[src/rtl/sram_arb_ctrl.sv]
// sram_arb_ctrl: two-port arbiter/sequencer for a single-port SRAM; SRAM_ARB_FIXED_PRIO_EN selects fixed port-0 priority instead of round-robin
module sram_arb_ctrl #(
  parameter int ADDR_W = 16,
  parameter int DATA_W = 8
) (
  input  logic              clk,
  input  logic              rst_n,
  input  logic              req0,
  input  logic              req1,
  input  logic              we0,
  input  logic              we1,
  input  logic [ADDR_W-1:0] addr0,
  input  logic [ADDR_W-1:0] addr1,
  input  logic [DATA_W-1:0] wdata0,
  input  logic [DATA_W-1:0] wdata1,
  output logic              gnt0,
  output logic              gnt1,
  output logic              rvalid0,
  output logic              rvalid1,
  output logic [DATA_W-1:0] rdata,
  output logic              busy,
  output logic [ADDR_W-1:0] sram_addr,
  output logic              sram_we,
  output logic [DATA_W-1:0] sram_din,
  input  logic [DATA_W-1:0] sram_dout
);
  localparam logic [0:0] IDLE   = 1'b0;
  localparam logic [0:0] ACCESS = 1'b1;
  logic [0:0]        state_q, state_d;
  logic [1:0]        gnt_q, gnt_d, rvalid_q, rvalid_d;
  logic [DATA_W-1:0] rdata_q, rdata_d, din_q, din_d;
  logic [ADDR_W-1:0] addr_q, addr_d;
  logic              we_q, we_d, busy_q, busy_d, port_q, port_d, win;
`ifndef SRAM_ARB_FIXED_PRIO_EN
  logic              last_q, last_d;
`endif
  assign gnt0      = gnt_q[0];
  assign gnt1      = gnt_q[1];
  assign rvalid0   = rvalid_q[0];
  assign rvalid1   = rvalid_q[1];
  assign rdata     = rdata_q;
  assign busy      = busy_q;
  assign sram_addr = addr_q;
  assign sram_we   = we_q;
  assign sram_din  = din_q;
  // winner among the current requesters (only meaningful when one requests)
  always_comb begin
`ifdef SRAM_ARB_FIXED_PRIO_EN
    win = !req0;
`else
    win = (req0 && req1) ? !last_q : req1;
`endif
  end
  // IDLE latches the winner's command; ACCESS closes it and returns read data
  always_comb begin
    state_d  = state_q;
    gnt_d    = 2'b00;
    rvalid_d = 2'b00;
    rdata_d  = rdata_q;
    addr_d   = addr_q;
    din_d    = din_q;
    we_d     = 1'b0;
    busy_d   = 1'b0;
    port_d   = port_q;
`ifndef SRAM_ARB_FIXED_PRIO_EN
    last_d   = last_q;
`endif
    if (state_q == IDLE) begin
      if (req0 || req1) begin
        state_d = ACCESS;
        gnt_d   = win ? 2'b10 : 2'b01;
        busy_d  = 1'b1;
        port_d  = win;
        we_d    = win ? we1 : we0;
        addr_d  = win ? addr1 : addr0;
        din_d   = win ? wdata1 : wdata0;
`ifndef SRAM_ARB_FIXED_PRIO_EN
        last_d  = win;
`endif
      end
    end else begin
      state_d = IDLE;
      if (!we_q) begin
        rdata_d  = sram_dout;
        rvalid_d = port_q ? 2'b10 : 2'b01;
      end
    end
  end
  // state and registered outputs; reset leaves the last-grant pointer on port 1
  always_ff @(posedge clk) begin
    if (!rst_n) begin
      state_q  <= IDLE;
      gnt_q    <= 2'b00;
      rvalid_q <= 2'b00;
      rdata_q  <= '0;
      addr_q   <= '0;
      din_q    <= '0;
      we_q     <= 1'b0;
      busy_q   <= 1'b0;
      port_q   <= 1'b0;
`ifndef SRAM_ARB_FIXED_PRIO_EN
      last_q   <= 1'b1;
`endif
    end else begin
      state_q  <= state_d;
      gnt_q    <= gnt_d;
      rvalid_q <= rvalid_d;
      rdata_q  <= rdata_d;
      addr_q   <= addr_d;
      din_q    <= din_d;
      we_q     <= we_d;
      busy_q   <= busy_d;
      port_q   <= port_d;
`ifndef SRAM_ARB_FIXED_PRIO_EN
      last_q   <= last_d;
`endif
    end
  end
endmodule

[config.mk]
export PLATFORM = sky130hd
export DESIGN_NAME = sram_arb_ctrl
export DESIGN_NICKNAME = d
export VERILOG_FILES = /design/src/rtl/sram_arb_ctrl.sv
export SDC_FILE = /design/constraint.sdc
export NUM_CORES = 1
export LEC_CHECK = 0
export ABC_CLOCK_PERIOD_IN_PS = 1400
export CAP_MARGIN = 0
export CORE_MARGIN = 10
export CORE_UTILIZATION = 30
export CTS_CLUSTER_DIAMETER = 30
export DETAILED_ROUTE_END_ITERATION = 8
export GPL_TIMING_DRIVEN = 0
export HOLD_SLACK_MARGIN = 0.1
export PLACE_DENSITY_LB_ADDON = 0.1
export SLEW_MARGIN = 40
export SYNTH_ARGS = -nofsm -noshare
export SYNTH_HDL_FRONTEND = slang
export SYNTH_SLANG_ARGS = --single-unit
export TNS_END_PERCENT = 20
[constraint.sdc]
create_clock -name clk -period 1.4 [get_ports clk]
set_input_delay 0.21 -clock clk [delete_from_list [all_inputs] [get_ports clk]]
set_output_delay 0.21 -clock clk [all_outputs]
set_load 0.005 [all_outputs]
== Yosys cells after proc, flatten, opt, wreduce, memory -nomap -nowiden ==
Index checks and enable logic that the tools add are counted.
Cells by class
  $add $sub $neg: 0
  multipliers: 0
  div/mod/pow operators: 0
  magnitude comparators: 0
  equal/unequal tests: 0
  shift-type cells: 0
  muxes and demuxes: 7
  bitwise logic cells: 4
  reductions and logical operators: 8
Operators by type and width (count)
  $mux W16: 1
  $mux W8: 1
  $reduce_or A3 Y1: 2
  $mux W2: 2
  $not A1 Y1: 4
  $reduce_and A2 Y1: 2
  $mux W1: 3
  $reduce_or A2 Y1: 1
  $logic_and A1 B1 Y1: 1
  $logic_not A1 Y1: 1
  $logic_or A1 B1 Y1: 1
Storage, ports and cells
  bits in registers: 40
  bits in latches: 0
  RAM bits: 0
  memory bits (read-only): 0
  input port bits: 62
  output and inout bits: 38
  memories kept: 0

== Logic depth before layout (Yosys ltp) ==
  word-level depth: 3
  mapped depth: 5
  gate-level depth less buffers: 3

== Least setup slack after synthesis ==
OpenSTA, ideal clock, no wires.
  path type: reg2reg
  start point: register, netlist name busy
  end point: register port_q
  library setup time: 0.115 ns
  data arrival time: 0.977 ns
  data required time: 1.285 ns
  setup slack: 0.308 ns
  stages on the path, launching flop included: 5
  cell sequence: dfxtp_1 -> o21ba_4 -> clkbuf_2 -> o22ai_1 -> and2_1
RTL lines
  to (signal assigned): line 113  | port_q <= port_d;
  to (decl): line 33  | logic we_q, we_d, busy_q, busy_d, port_q, port_d, win;

== Worst setup path in the final report ==
  start point: register din_q[5] (netlist: sram_din[5])
  end point: output port sram_din[5]
RTL lines
  from (decl): line 31  | logic [DATA_W-1:0] rdata_q, rdata_d, din_q, din_d;
  from (signal assigned): line 110  | din_q <= din_d;
  to (decl): line 24  | output logic [DATA_W-1:0] sram_din,
No word-level cell between the ends.

==> run summary <==
DRC = 0
Vias per std cell = 4.557
Vias in the first global route = 1716
Clock sink count = 40
Final Critical Period = 1.356 ns
Area grow syn2layout = 73.96%
Final setup fails = 0
Clock buffer depth = 2
IO Pins = 100
Share of layout cells above drive strength 1 = 0.08197
Syn Nets = 260
Fill count = 491
Largest net degree at the start of global routing = 13
Netlist cell types = 22
Worst R2R Start = busy$_SDFF_PP0_
Critical Path Source Type = flop
Post-layout util = 0.5462
Post-synthesis mux area share = 0
DP HPWL = 4320 µm
Status = completed
Slowest CP cell = clkdlybuf4s50_1
First-pass GRT wire length = 8921 µm
Worst EP arrival = 1.15 ns
Initial DRC Count = 78
Worst slew pin tran = 0.4183 ns
Final count of pins violating max slew = 0
Post-Syn Area per Cell = 8.202 µm²
CP Buf/Inv Count = 1
Clock Skew = 0.008517 ns
Worst Path Max Fanout = 2
Detailed Route WL = 5593 µm
Yosys warning total = 0
Critical Path Sink Type = output pin
Max stage delay on crit path = 0.51 ns
CP top delay family = buffers and inverters
Wire per inst = 14.91 µm
FMAX = 737.6 MHz
Synth Area in Compound Gates = 0.2465
Std-Cell Rows = 26
Seq/Total Area, Yosys = 0.4931
Antenna-violating nets left = 0
Hold/Removal Path Class = in -> reg
Hold_buf cts = 0
DP Worst Slack = -0.3006 ns
Input/output buffers = 98
Initial antenna violation count = 0
Worst hold start = rst_n
WS Path Type = reg -> out
Peak VDD IR = 0.0003974 V
P_leak = 1.241 nW
Max-Slew Margin vs Limit = 0.7212
# nets final = 366
TritonCTS Buffers = 5
Synthesized instance count = 198
Crit share post-route = 0.9684
#FFs+latches synth = 40
Crit. Startpoint = sram_din[5]$_SDFFE_PN0P_
Critical path cell sequence = clkdlybuf4s50_1
Die Y = 93.58 µm
Core area = 5172 µm²
Clock Latency Late Sink = 0.29 ns
Global route overflow = 0
RD Place Congestion = 0.7224
Synthesized cell area = 1624 µm²
ANT cells = 0
CTS tree = yes
DR pass1 iterations = 4
Total number of vias = 1709
Die ar. = 8756 µm²
Clock slew at reported path FFs = 0.08 ns
RSZ-0062 raised after global routing = false
Clk root buf = clkbuf_8
Largest family of logic cells by synthesized area = compound AO/OA/AOI/OAI gates
Hold Vio Cnt, Final = 0
Post-Synth XOR/XNOR Area = 0
Cell area power density = 970.3 nW/µm²
GRT Resource Usage Total = 0.1266
Adder-Cell Fraction of Synth Area = 0
Starting density of the core = 0.3140
Slack of the critical path = 0.04429 ns
Die width = 93.58 µm
H-Tree Depth = 2
Crit path required time = 1.19 ns
Multi-input combinational cell area = 698.2 µm²
Max_cap viols = 0
Simple-gate share of the synthesized area = 0.1834
Register Area = 805.8 µm²
per-stage QoR:
step	cell area (µm²)	power [mW]	instances	TNS, ns	hold slack (ns)
2_1_floorplan	1624	1.554	198	0	0.3454
3_3_place_gp	2693	1.983	366	-6.410	0.3998
3_5_place_dp	2693	1.984	366	-6.641	0.3996
4_1_cts	2798	2.789	375	0	0.3356
5_1_grt	2825	2.901	375	0	0.3883
6_report	2825	2.741	375	0	0.3418
worst min-delay path: cells and delay by family:
family / cells / cell delay [ns]
compound gates: 2 / 0.17
buf+inv: 1 / 0.20
registers in the layout (all words and copies together) (netlist names), 2 cells and up:
name       cells
sram_addr     16
rdata          8
sram_din       8
rvalid_q       2
gnt_q          2
cell usage after synthesis:
| cell | instances | area (µm²) |
|---|---|---|
| a31oi_1 | 24 | 150.1 |
| nand2_1 | 68 | 255.2 |
| nor2b_1 | 1 | 6.260 |
| and2_1 | 1 | 6.260 |
| o311ai_0 | 1 | 8.760 |
| clkbuf_2 | 1 | 5.000 |
| nor2_1 | 3 | 11.26 |
| o21ba_4 | 1 | 16.27 |
| inv_1 | 4 | 15.01 |
| buf_8 | 2 | 30.03 |
| a21oi_1 | 1 | 5.000 |
| a21boi_0 | 8 | 60.06 |
| nand2b_1 | 1 | 6.260 |
| dfxtp_1 | 40 | 800.8 |
| o21ai_0 | 25 | 125.1 |
| buf_2 | 3 | 15.01 |
| o22ai_1 | 1 | 6.260 |
| clkbuf_1 | 7 | 26.28 |
| a21bo_1 | 1 | 10.01 |
| buf_6 | 3 | 33.78 |
| a21boi_4 | 1 | 18.77 |
| nor3b_2 | 1 | 12.51 |
cell type report:
cell class	count	share of cell area
well taps	70	0.03100
multi-input cells	138	0.2471
flip-flops and latches	40	0.2852
clock inverters	2	0.003543
clock buffers	6	0.02923
repair buffers	99	0.3587
plain buffers	16	0.03986
inverters	4	0.005314
what timing repair did:
item	CTS	global route
buffers inserted	1	0
endpoints found under the setup margin	4	21
pin swaps	0	0
gates resized for setup	3	13
path summary, 6_finish.rpt:
| kind | end | slack (ns) | cells past startpoint |
|---|---|---|---|
| worst max-delay path | sram_din[5] | 0.04 | 1 |
| worst min register to register | rvalid_q[0]$_SDFF_PP0_ | 0.41 | 1 |
| worst min-delay path | sram_din[2]$_SDFFE_PN0P_ | 0.34 | 3 |
| worst max register to register | rdata[0]$_SDFFE_PN0P_ | 0.20 | 5 |
power by group:
group | leakage, nW | switching [mW] | internal [mW]
logic | 0.858 | 0.258 | 0.408
registers | 0.332 | 0.0462 | 1.24
clock network | 0.0510 | 0.399 | 0.393
logic make-up (layout without fill, tap and decap cells):
group                  Yosys count  count (layout)
buffers and inverters           20             127
DFF                             40              40
AOI/OAI and AO/OA               63              63
and+or+nand+nor                 75              75
layer usage:
layer  wire [µm]  up-vias  global-route usage
met5           0        -                   0
met4          19        0             0.02658
met3         590        2             0.06715
met2        2482       62              0.1990
met1        2501      764              0.1499
li1            -      881                   -
cell usage in the layout (no fill, tap or decap), drive strengths merged:
cell            n
dfxtp          40
o311ai          1
a21boi          9
buf             9
nand2b          1
o21ba           1
dlymetal6s2s   10
o21ai          25
inv             4
a21bo           1
clkdlybuf4s50  88
clkbuf         14
o22ai           1
and2            1
nor2            3
nor2b           1
a31oi          24
clkinv          2
nand2          68
nor3b           1
a21oi           1
No activity file was read; power rests on OpenSTA's default activity.
